<file path="config.mk">
export PLATFORM = sky130hd
export DESIGN_NAME = mc_ctrl_fsm_flat
export DESIGN_NICKNAME = d
export VERILOG_FILES = /design/src/rtl/mc_ctrl_fsm_if.sv /design/src/rtl/mc_ctrl_fsm.sv /design/src/flat_wrapper.sv
export SDC_FILE = /design/constraint.sdc
export NUM_CORES = 1
export LEC_CHECK = 0
export CAP_MARGIN = 20
export CORE_MARGIN = 3
export CORE_UTILIZATION = 40
export DETAILED_ROUTE_END_ITERATION = 7
export PLACE_DENSITY = 0.75
export SYNTH_ARGS = -nofsm -noshare
export SYNTH_HDL_FRONTEND = slang
export SYNTH_SLANG_ARGS = --single-unit
</file>
<file path="constraint.sdc">
create_clock -name clk -period 2.1 [get_ports clk]
set_input_delay 0.21 -clock clk [delete_from_list [all_inputs] [get_ports clk]]
set_output_delay 0.21 -clock clk [all_outputs]
set_load 0.05 [all_outputs]
</file>
<file path="src/rtl/mc_ctrl_fsm_if.sv">
// Control bundle between the multicycle sequencer (master) and the core datapath (slave).
// Pin names match the existing core top level so the datapath wiring is unchanged.
interface mc_ctrl_fsm_if #(
  parameter int OPW   = 6,
  parameter int CNT_W = 16
);
  logic [OPW-1:0]   instr;
  logic             mem_ready;
  logic             trap_clr;
  logic             mem_req;
  logic             PCwriteCond;
  logic             PCWrite;
  logic             memRead;
  logic             memWrite;
  logic             memToReg;
  logic             ALUsrcA;
  logic             RegWrite;
  logic             RegDest;
  logic             IRWrite;
  logic             IorD;
  logic [1:0]       PCSource;
  logic [1:0]       ALUOp;
  logic [1:0]       ALUsrcB;
  logic [3:0]       state_out;
  logic             trap;
  logic [1:0]       trap_cause;
  logic [CNT_W-1:0] retired_cnt;
  logic [CNT_W-1:0] stall_cnt;

  modport master (
    input  instr, mem_ready, trap_clr,
    output mem_req, PCwriteCond, PCWrite, memRead, memWrite, memToReg, ALUsrcA,
           RegWrite, RegDest, IRWrite, IorD, PCSource, ALUOp, ALUsrcB,
           state_out, trap, trap_cause, retired_cnt, stall_cnt
  );

  modport slave (
    output instr, mem_ready, trap_clr,
    input  mem_req, PCwriteCond, PCWrite, memRead, memWrite, memToReg, ALUsrcA,
           RegWrite, RegDest, IRWrite, IorD, PCSource, ALUOp, ALUsrcB,
           state_out, trap, trap_cause, retired_cnt, stall_cnt
  );
endinterface

</file>
<file path="src/rtl/mc_ctrl_fsm.sv">
// Moore sequencer for the 5-stage multicycle datapath; controls registered, except IRWrite/PCWrite follow mem_ready in FETCH.
// Waits in FETCH/MEMRD/MEMWR for mem_ready and traps after TIMEOUT; define MC_PERF_CNT_EN to add retired/stall counters.
module mc_ctrl_fsm #(
  parameter int             OPW      = 6,
  parameter logic [OPW-1:0] OP_RTYPE = 'h00,
  parameter logic [OPW-1:0] OP_ADDI  = 'h02,
  parameter logic [OPW-1:0] OP_BEQ   = 'h04,
  parameter logic [OPW-1:0] OP_SW    = 'h08,
  parameter logic [OPW-1:0] OP_LW    = 'h10,
  parameter logic [OPW-1:0] OP_J     = 'h20,
  parameter int             TIMEOUT  = 15,
  parameter int             CNT_W    = 16
) (
  input  logic          clk,
  input  logic          reset,
  mc_ctrl_fsm_if.master bus
);

  typedef enum logic [3:0] {
    S_IDLE   = 4'd0,
    S_FETCH  = 4'd1,
    S_DECODE = 4'd2,
    S_MEMADR = 4'd3,
    S_MEMRD  = 4'd4,
    S_MEMWB  = 4'd5,
    S_MEMWR  = 4'd6,
    S_EXEC   = 4'd7,
    S_RWB    = 4'd8,
    S_IEXEC  = 4'd9,
    S_IWB    = 4'd10,
    S_BRANCH = 4'd11,
    S_JUMP   = 4'd12,
    S_TRAP   = 4'd15
  } state_t;

  typedef struct packed {
    logic       pc_write_cond;
    logic       pc_write;
    logic       mem_read;
    logic       mem_write;
    logic       mem_to_reg;
    logic       alu_src_a;
    logic       reg_write;
    logic       reg_dest;
    logic       iord;
    logic [1:0] pc_source;
    logic [1:0] alu_op;
    logic [1:0] alu_src_b;
    logic       mem_req;
    logic       trap;
  } ctrl_t;

  localparam bit                TO_EN  = (TIMEOUT > 0);
  localparam int                WAIT_W = TO_EN ? $clog2(TIMEOUT + 1) : 1;
  localparam logic [WAIT_W-1:0] TO_V   = WAIT_W'(TIMEOUT);

  state_t            state_q, state_d;
  logic [WAIT_W-1:0] wait_q, wait_d;
  logic [1:0]        cause_q, cause_d;
  ctrl_t             ctrl_q, ctrl_d;
  logic              fetch_rdy;

  // Moore decode applied to the next state so every control leaves a flop.
  function automatic ctrl_t decode_ctrl(input state_t s);
    ctrl_t c;
    c = '0;
    case (s)
      S_FETCH:  begin c.mem_read = 1'b1; c.mem_req = 1'b1; c.alu_src_b = 2'b01; end
      S_DECODE: c.alu_src_b = 2'b11;
      S_MEMADR: begin c.alu_src_a = 1'b1; c.alu_src_b = 2'b10; end
      S_MEMRD:  begin c.mem_read = 1'b1; c.mem_req = 1'b1; c.iord = 1'b1; end
      S_MEMWB:  begin c.reg_write = 1'b1; c.mem_to_reg = 1'b1; end
      S_MEMWR:  begin c.mem_write = 1'b1; c.mem_req = 1'b1; c.iord = 1'b1; end
      S_EXEC:   begin c.alu_src_a = 1'b1; c.alu_op = 2'b10; end
      S_RWB:    begin c.reg_write = 1'b1; c.reg_dest = 1'b1; end
      S_IEXEC:  begin c.alu_src_a = 1'b1; c.alu_src_b = 2'b10; end
      S_IWB:    c.reg_write = 1'b1;
      S_BRANCH: begin
        c.alu_src_a = 1'b1; c.alu_op = 2'b01; c.pc_write_cond = 1'b1; c.pc_source = 2'b01;
      end
      S_JUMP:   begin c.pc_write = 1'b1; c.pc_source = 2'b10; end
      S_TRAP:   c.trap = 1'b1;
      default:  c = '0;
    endcase
    return c;
  endfunction

  always_comb begin
    state_d = state_q;
    wait_d  = wait_q;
    cause_d = cause_q;
    case (state_q)
      S_IDLE:   state_d = S_FETCH;
      S_FETCH:  if (bus.mem_ready) state_d = S_DECODE;
      S_DECODE: begin
        case (bus.instr)
          OP_LW, OP_SW: state_d = S_MEMADR;
          OP_RTYPE:     state_d = S_EXEC;
          OP_ADDI:      state_d = S_IEXEC;
          OP_BEQ:       state_d = S_BRANCH;
          OP_J:         state_d = S_JUMP;
          default: begin state_d = S_TRAP; cause_d = 2'b01; end
        endcase
      end
      S_MEMADR: begin
        // Opcode can only have changed under a misbehaving IR; treat as illegal.
        if (bus.instr == OP_LW)      state_d = S_MEMRD;
        else if (bus.instr == OP_SW) state_d = S_MEMWR;
        else begin state_d = S_TRAP; cause_d = 2'b01; end
      end
      S_MEMRD:  if (bus.mem_ready) state_d = S_MEMWB;
      S_MEMWR:  if (bus.mem_ready) state_d = S_FETCH;
      S_MEMWB, S_RWB, S_IWB, S_BRANCH, S_JUMP: state_d = S_FETCH;
      S_EXEC:   state_d = S_RWB;
      S_IEXEC:  state_d = S_IWB;
      S_TRAP:   if (bus.trap_clr) begin state_d = S_IDLE; cause_d = 2'b00; end
      default:  state_d = S_IDLE;
    endcase

    // Ready on the limit cycle wins: the trap only fires while still waiting.
    if ((state_q == S_FETCH || state_q == S_MEMRD || state_q == S_MEMWR) && !bus.mem_ready) begin
      if (TO_EN && wait_q == TO_V) begin
        state_d = S_TRAP;
        cause_d = 2'b10;
      end else begin
        wait_d = wait_q + 1'b1;
      end
    end

    if ((state_d == S_FETCH || state_d == S_MEMRD || state_d == S_MEMWR) && state_d != state_q)
      wait_d = '0;

    ctrl_d = decode_ctrl(state_d);
  end

  always_ff @(posedge clk or negedge reset) begin
    if (!reset) begin
      state_q <= S_IDLE;
      wait_q  <= '0;
      cause_q <= 2'b00;
      ctrl_q  <= '0;
    end else begin
      state_q <= state_d;
      wait_q  <= wait_d;
      cause_q <= cause_d;
      ctrl_q  <= ctrl_d;
    end
  end

  assign fetch_rdy       = (state_q == S_FETCH) && bus.mem_ready;

  assign bus.mem_req     = ctrl_q.mem_req;
  assign bus.PCwriteCond = ctrl_q.pc_write_cond;
  assign bus.PCWrite     = ctrl_q.pc_write | fetch_rdy;
  assign bus.IRWrite     = fetch_rdy;
  assign bus.memRead     = ctrl_q.mem_read;
  assign bus.memWrite    = ctrl_q.mem_write;
  assign bus.memToReg    = ctrl_q.mem_to_reg;
  assign bus.ALUsrcA     = ctrl_q.alu_src_a;
  assign bus.RegWrite    = ctrl_q.reg_write;
  assign bus.RegDest     = ctrl_q.reg_dest;
  assign bus.IorD        = ctrl_q.iord;
  assign bus.PCSource    = ctrl_q.pc_source;
  assign bus.ALUOp       = ctrl_q.alu_op;
  assign bus.ALUsrcB     = ctrl_q.alu_src_b;
  assign bus.state_out   = state_q;
  assign bus.trap        = ctrl_q.trap;
  assign bus.trap_cause  = cause_q;

`ifdef MC_PERF_CNT_EN
  logic [CNT_W-1:0] retired_q, retired_d;
  logic [CNT_W-1:0] stall_q, stall_d;

  always_comb begin
    retired_d = retired_q;
    stall_d   = stall_q;
    // Retirement is the hand-back to FETCH; a store that times out never retires.
    if ((state_q == S_MEMWB || state_q == S_MEMWR || state_q == S_RWB || state_q == S_IWB ||
         state_q == S_BRANCH || state_q == S_JUMP) && state_d == S_FETCH)
      retired_d = retired_q + 1'b1;
    if (ctrl_q.mem_req && !bus.mem_ready)
      stall_d = stall_q + 1'b1;
  end

  always_ff @(posedge clk or negedge reset) begin
    if (!reset) begin
      retired_q <= '0;
      stall_q   <= '0;
    end else begin
      retired_q <= retired_d;
      stall_q   <= stall_d;
    end
  end

  assign bus.retired_cnt = retired_q;
  assign bus.stall_cnt   = stall_q;
`else
  assign bus.retired_cnt = {CNT_W{1'b0}};
  assign bus.stall_cnt   = {CNT_W{1'b0}};
`endif

endmodule

</file>
<file path="src/flat_wrapper.sv">
// flat-port wrapper written by rule: the top's interface ports become plain ports
module mc_ctrl_fsm_flat 
#(
  parameter int             OPW      = 6,
  parameter logic [OPW-1:0] OP_RTYPE = 'h00,
  parameter logic [OPW-1:0] OP_ADDI  = 'h02,
  parameter logic [OPW-1:0] OP_BEQ   = 'h04,
  parameter logic [OPW-1:0] OP_SW    = 'h08,
  parameter logic [OPW-1:0] OP_LW    = 'h10,
  parameter logic [OPW-1:0] OP_J     = 'h20,
  parameter int             TIMEOUT  = 15,
  parameter int             CNT_W    = 16
)
  (clk, reset, bus_instr, bus_mem_ready, bus_trap_clr, bus_mem_req, bus_PCwriteCond, bus_PCWrite, bus_memRead, bus_memWrite, bus_memToReg, bus_ALUsrcA, bus_RegWrite, bus_RegDest, bus_IRWrite, bus_IorD, bus_PCSource, bus_ALUOp, bus_ALUsrcB, bus_state_out, bus_trap, bus_trap_cause, bus_retired_cnt, bus_stall_cnt);
  mc_ctrl_fsm_if #(.OPW(OPW), .CNT_W(CNT_W)) bus_i ();
  input  logic clk;
  input  logic reset;
  input wire logic [$bits(bus_i.instr)-1:0] bus_instr;
  input wire logic [$bits(bus_i.mem_ready)-1:0] bus_mem_ready;
  input wire logic [$bits(bus_i.trap_clr)-1:0] bus_trap_clr;
  output wire logic [$bits(bus_i.mem_req)-1:0] bus_mem_req;
  output wire logic [$bits(bus_i.PCwriteCond)-1:0] bus_PCwriteCond;
  output wire logic [$bits(bus_i.PCWrite)-1:0] bus_PCWrite;
  output wire logic [$bits(bus_i.memRead)-1:0] bus_memRead;
  output wire logic [$bits(bus_i.memWrite)-1:0] bus_memWrite;
  output wire logic [$bits(bus_i.memToReg)-1:0] bus_memToReg;
  output wire logic [$bits(bus_i.ALUsrcA)-1:0] bus_ALUsrcA;
  output wire logic [$bits(bus_i.RegWrite)-1:0] bus_RegWrite;
  output wire logic [$bits(bus_i.RegDest)-1:0] bus_RegDest;
  output wire logic [$bits(bus_i.IRWrite)-1:0] bus_IRWrite;
  output wire logic [$bits(bus_i.IorD)-1:0] bus_IorD;
  output wire logic [$bits(bus_i.PCSource)-1:0] bus_PCSource;
  output wire logic [$bits(bus_i.ALUOp)-1:0] bus_ALUOp;
  output wire logic [$bits(bus_i.ALUsrcB)-1:0] bus_ALUsrcB;
  output wire logic [$bits(bus_i.state_out)-1:0] bus_state_out;
  output wire logic [$bits(bus_i.trap)-1:0] bus_trap;
  output wire logic [$bits(bus_i.trap_cause)-1:0] bus_trap_cause;
  output wire logic [$bits(bus_i.retired_cnt)-1:0] bus_retired_cnt;
  output wire logic [$bits(bus_i.stall_cnt)-1:0] bus_stall_cnt;
  assign bus_i.instr = bus_instr;
  assign bus_i.mem_ready = bus_mem_ready;
  assign bus_i.trap_clr = bus_trap_clr;
  assign bus_mem_req = bus_i.mem_req;
  assign bus_PCwriteCond = bus_i.PCwriteCond;
  assign bus_PCWrite = bus_i.PCWrite;
  assign bus_memRead = bus_i.memRead;
  assign bus_memWrite = bus_i.memWrite;
  assign bus_memToReg = bus_i.memToReg;
  assign bus_ALUsrcA = bus_i.ALUsrcA;
  assign bus_RegWrite = bus_i.RegWrite;
  assign bus_RegDest = bus_i.RegDest;
  assign bus_IRWrite = bus_i.IRWrite;
  assign bus_IorD = bus_i.IorD;
  assign bus_PCSource = bus_i.PCSource;
  assign bus_ALUOp = bus_i.ALUOp;
  assign bus_ALUsrcB = bus_i.ALUsrcB;
  assign bus_state_out = bus_i.state_out;
  assign bus_trap = bus_i.trap;
  assign bus_trap_cause = bus_i.trap_cause;
  assign bus_retired_cnt = bus_i.retired_cnt;
  assign bus_stall_cnt = bus_i.stall_cnt;
  mc_ctrl_fsm #(.OPW(OPW), .OP_RTYPE(OP_RTYPE), .OP_ADDI(OP_ADDI), .OP_BEQ(OP_BEQ), .OP_SW(OP_SW), .OP_LW(OP_LW), .OP_J(OP_J), .TIMEOUT(TIMEOUT), .CNT_W(CNT_W)) u_core (.clk(clk), .reset(reset), .bus(bus_i));
endmodule
</file>
==> results.json, run 1 <==
{
  "nets": 274,
  "period_share_pct": 98.1,
  "synthCells": 202,
  "drive_gt1_share_pct": 32.4,
  "p_sw_share_pct": 48.6,
  "cts_root_buf": "clkbuf_8",
  "ys_ff_latch": 26,
  "synth_area_per_cell_um2": 9.40,
  "port_buffers": 33,
  "ys_dominant_reg_cell": "dfrtp_1",
  "preCtsSetupSlack_ps": -384,
  "hold_viol_final": 0,
  "num_rows": 24,
  "antennaDiodeCount": 0,
  "drc": 0,
  "seqPwrFrac_pct": 18.9,
  "syn-cell-area_um2": 1900,
  "tightest_slew_ps": 512,
  "cp-end-kind": "flop",
  "comb_power_share_pct": 73.2,
  "area_growth_pct": 35.0,
  "coreArea_um2": 4470,
  "grt_pass1_wl_um": 6490,
  "fin_tns_setup_ps": 0,
  "crit_required_ps": 2240,
  "place_inst": 303,
  "design_area_um2": 2560,
  "placed_cell_area_um2": 2360,
  "min_period_ps": 2060,
  "ant_nets": 0,
  "rr_startpoint": "u_core.bus.state_out[0]",
  "peakVddDrop_v": 0.000559,
  "cp-startpoint": "u_core.bus.state_out[0]",
  "die_w_um": 74.9,
  "slew_viol_final": 0,
  "cts_buffer_depth": 2,
  "hold_buffers": 0,
  "power_density_nw_per_um2": 1570,
  "clock_sinks": 26,
  "gp_congestion": 0.865,
  "fmax_mhz": 485,
  "ys_seq_area_share_pct": 34.3,
  "drtIter0Drc": 140,
  "overflow": 0,
  "clkPwrFrac_pct": 7.9,
  "final_cell_mix": "buf_4, conb_1, clkdlybuf4s50_1",
  "start_kind": "flop",
  "power_mw": 4.02,
  "antenna_found_initial": 0,
  "die_y_um": 74.9,
  "start_util_pct": 42.4,
  "gr-usage-all-layers_pct": 14.7,
  "final.setup.worst_slack_ps": 39.3,
  "maxCapViolCount": 0,
  "fin_cells": 314,
  "p_sw_mw": 1.95,
  "cts_buffers": 3,
  "via_per_inst": 4.92,
  "wl_per_cell_um": 13.5,
  "grt_pass1_vias": 1385,
  "hpwl_um": 3120,
  "worstPathMaxFanout": 16,
  "status": "finished, final reports clean",
  "dieArea_um2": 5610,
  "yosysWarnings": 0,
  "p_leak_nw": 1.18,
  "async_flop_share_pct": 100,
  "dr.pass1.iters": 4,
  "num_io_pins": 66,
  "clkLatencyLatePin_ps": 270,
  "fin_skew_ps": 7.57,
  "ys_types": 67,
  "wirelength_um": 4240,
  "synth-edff-count": 0,
  "slew_headroom_pct": 65.7,
  "critPathKind": "reg2reg",
  "fillers": 374,
  "htreeDepth": 1,
  "grt_max_degree": 27,
  "setup_viol": 0,
  "r2r.worst_path.cells": 8,
  "p_int_mw": 2.06,
  "arrival_ps": 2200,
  "cts_tree": "done",
  "min_path_type": "in2async",
  "path_clk_slew_ps": 90,
  "via_count": 1546,
  "final_common_cell": "buf_4"
}
metal layers:
metal / track usage [%] / routed length (um)
met1: 20.3 / 1840
met2: 24.7 / 2150
met3: 2.54 / 213
met4: 2.37 / 34
met5: 0 / 0
power groups by stage:
stage	registers [mW]	clock network [mW]	logic, mW
after floorplan	1.07	0	1.52
after global placement	0.784	0	2.59
after detailed placement	0.788	0	2.63
after CTS	0.777	0.322	2.65
after global routing	0.776	0.345	3.14
final	0.760	0.317	2.94
path summary, 6_finish.rpt:
check / slack (ps) / end
min in group clk: 500 / u_core.bus.trap_cause[1]
worst max register to register: 40 / u_core.wait_q[3]
max in group asynchronous: 1530 / u_core.bus.state_out[0]
worst max-delay path: 40 / u_core.wait_q[3]
worst min register to register: 500 / u_core.bus.trap_cause[1]
worst min-delay path: 310 / u_core.bus.RegDest
Yosys cell counts, types with 5 or more instances:
cell	number	area share (%)
buf_4	38	15
dfrtp_1	26	34
nor2_1	14	2.8
nand2_1	13	2.6
a21oi_1	7	1.8
inv_1	7	1.4
nand2b_1	6	2.0
nor3_1	5	1.3
sequential cells by signal, indices dropped and copies added (netlist names), 2 cells and up:
register / cells
u_core.wait_q: 4
u_core.bus.state_out: 4
u_core.bus.PCSource: 2
u_core.bus.ALUOp: 2
u_core.bus.trap_cause: 2
u_core.bus.ALUsrcB: 2
logic make-up (layout without fill, tap and decap cells):
family,Yosys count,in the layout,synth area share [%]
and+or+nand+nor,71,71,22.7
AOI/OAI and AO/OA,40,40,17.8
other,1,32,0.197
adders and majority gates,2,2,1.19
buffers and inverters,55,84,20.4
DFF,26,26,34.3
muxes,3,3,1.65
xor gates and xnor gates,4,4,1.84
final cells by class:
cell class	count	area [um^2]	share of cell area, %
Timing Repair Buffer	73	686	26.7
Multi-Input combinational cell	152	1080	42.0
Sequential cell	26	656	25.6
Inverter	7	26.3	1.02
Clock buffer	4	55.1	2.15
Tap cell	52	65.1	2.54
timing repair:
action                     CTS  global route
pin swaps                    7             9
setup endpoints to repair    9            16
setup buffers                0             7
resized for setup            3            21
worst max-delay path: stages, from the launching register on:
cell and delay, ps:
dfrtp_2 470, buf_12 170, nand2b_1 160, a2111o_1 460, buf_4 160, nor2_1 180
nor3_2 90, o2111ai_1 130, o221ai_2 120
stage by stage:
step,util (%),hold WS [ps]
floorplan,-,-85.6
global placement,52.7,480
detailed placement,52.7,469
CTS,54.2,317
global route,57.3,330
finish,57.3,307
(Power assumes the default switching activity.)
==> run 2: changes to the inputs <==
==> constraint.sdc (replaced) <==
create_clock -name clk -period 2.1 [get_ports clk]
set_input_delay 0.315 -clock clk [delete_from_list [all_inputs] [get_ports clk]]
set_output_delay 0.315 -clock clk [all_outputs]
set_load 0.05 [all_outputs]
==> results.json, run 2 (same netlist as run 1, synthesis figures left out) <==
{
  "via_count": 1546,
  "path_clk_slew_ps": 80,
  "cts_buffers": 3,
  "period_share_pct": 97.2,
  "die_w_um": 74.9,
  "path_cells": "buf_4 > or4_4 > a31oi_4 > nand4_2 > a21oi_4 > o221ai_2",
  "antennaDiodeCount": 0,
  "fin_tns_setup_ps": 0,
  "slew_headroom_pct": 66.1,
  "critPathMaxStageDelay_ps": 520,
  "final_cell_mix": "buf_4, conb_1, clkdlybuf4s50_1",
  "cts_root_buf": "clkbuf_8",
  "via_per_inst": 4.91,
  "min_path_type": "in2async",
  "utilization_pct": 55.5,
  "r2r.worst_path.cells": 6,
  "p_leak_nw": 1.16,
  "arrival_ps": 2180,
  "cp_slowest_cell": "or4_4",
  "grt_pass1_vias": 1399,
  "ant_nets": 0,
  "fillers": 391,
  "cp_top_family": "simple AND/OR/NAND/NOR gates",
  "htreeDepth": 1,
  "final_common_cell": "buf_4",
  "ff_latch_area_um2": 656,
  "start_util_pct": 42.4,
  "drtIter0Drc": 96,
  "worstPathMaxFanout": 5,
  "power_density_nw_per_um2": 1540,
  "clock_sinks": 26,
  "fin_skew_ps": 0.999,
  "port_buffers": 33,
  "antenna_found_initial": 0,
  "cts_buffer_depth": 2,
  "wirelength_um": 4080,
  "num_io_pins": 66,
  "hold_viol_final": 0,
  "gp_congestion": 0.784,
  "gr-usage-all-layers_pct": 14.8,
  "dr.pass1.iters": 4,
  "die_y_um": 74.9,
  "peakVddDrop_v": 0.000610,
  "coreArea_um2": 4470,
  "cp-end-kind": "flop",
  "overflow": 0,
  "num_rows": 24,
  "clkLatencyLatePin_ps": 260,
  "grt_pass1_wl_um": 6520,
  "gr-usage-met2_pct": 25.2,
  "slew_viol_final": 0,
  "use_met1_pct": 19.2,
  "fmax_mhz": 490,
  "tightest_slew_ps": 506,
  "rsz0062_at_grt": "yes",
  "hpwl_um": 3110,
  "multi_input_area_um2": 1020,
  "maxCapViolCount": 0,
  "nets": 276,
  "crit_required_ps": 2240,
  "path_buf_inv": 1,
  "min_period_ps": 2040,
  "drive_gt1_share_pct": 30.8,
  "critPathKind": "reg2reg",
  "grtUsageMet3_pct": 4.54,
  "cts_tree": "done",
  "start_kind": "flop",
  "setup_viol": 0,
  "path_depth": 6,
  "busiest_layer": "met2",
  "dieArea_um2": 5610,
  "area_growth_pct": 30.8,
  "grt_max_degree": 27,
  "hold_buffers": 0,
  "drc": 0,
  "status": "finished, final reports clean",
  "wl_per_cell_um": 13.0
}
## run 2: report_power, final
part	switching (mW)	internal [mW]
registers	0.102	0.659
logic	1.62	1.18
clock network	0.141	0.128
total	1.86	1.96
## run 2: layer usage
| layer | wire length [um] | share of wire, % |
|---|---|---|
| met5 | 0 | 0 |
| met4 | 0 | 0 |
| met3 | 274 | 6.7 |
| met2 | 2040 | 50 |
| met1 | 1770 | 43 |
## run 2: metrics by stage
step / hold WS, ps / total power [mW] / instance area, um^2 / std cells / worst slack [ps]
2_1_floorplan: 19.4 / 2.59 / 2040 / 233 / -58.9
3_3_place_gp: 481 / 3.37 / 2360 / 305 / -430
3_5_place_dp: 490 / 3.40 / 2360 / 305 / -483
4_1_cts: 424 / 3.69 / 2400 / 308 / 16.3
5_1_grt: 433 / 4.09 / 2480 / 315 / -27.2
6_report: 412 / 3.83 / 2480 / 315 / 59.5
## run 2: worst register-to-register path: stages (launching register included)
cell	delay (ps)
dfrtp_2	460
buf_4	150
or4_4	520
a31oi_4	280
nand4_2	160
a21oi_4	240
o221ai_2	110
## run 2: cell type report
type | instances | area share [%]
Timing Repair Buffer | 75 | 27.1
Inverter | 7 | 1.06
Tap cell | 52 | 2.62
Multi-Input combinational cell | 152 | 41.2
Sequential cell | 26 | 26.4
Clock buffer | 3 | 1.66
## run 2: timing repair
item,4_1_cts,5_1_grt
gates resized for setup,5,14
setup buffers,0,7
pin swaps,9,10
endpoints found under the hold margin,0,0
setup endpoints to repair,14,17
## run 2: path summary, 6_finish.rpt
check,start,endpoint,slack [ps]
max,u_core.bus.state_out[0],u_core.wait_q[3],60
min,reset,u_core.bus.RegDest,410
max reg2reg,u_core.bus.state_out[0],u_core.wait_q[3],60
min reg2reg,u_core.bus.trap_cause[1],u_core.bus.trap_cause[1],520
max in group asynchronous,reset,u_core.bus.state_out[0],1430
min in group clk,u_core.bus.trap_cause[1],u_core.bus.trap_cause[1],520
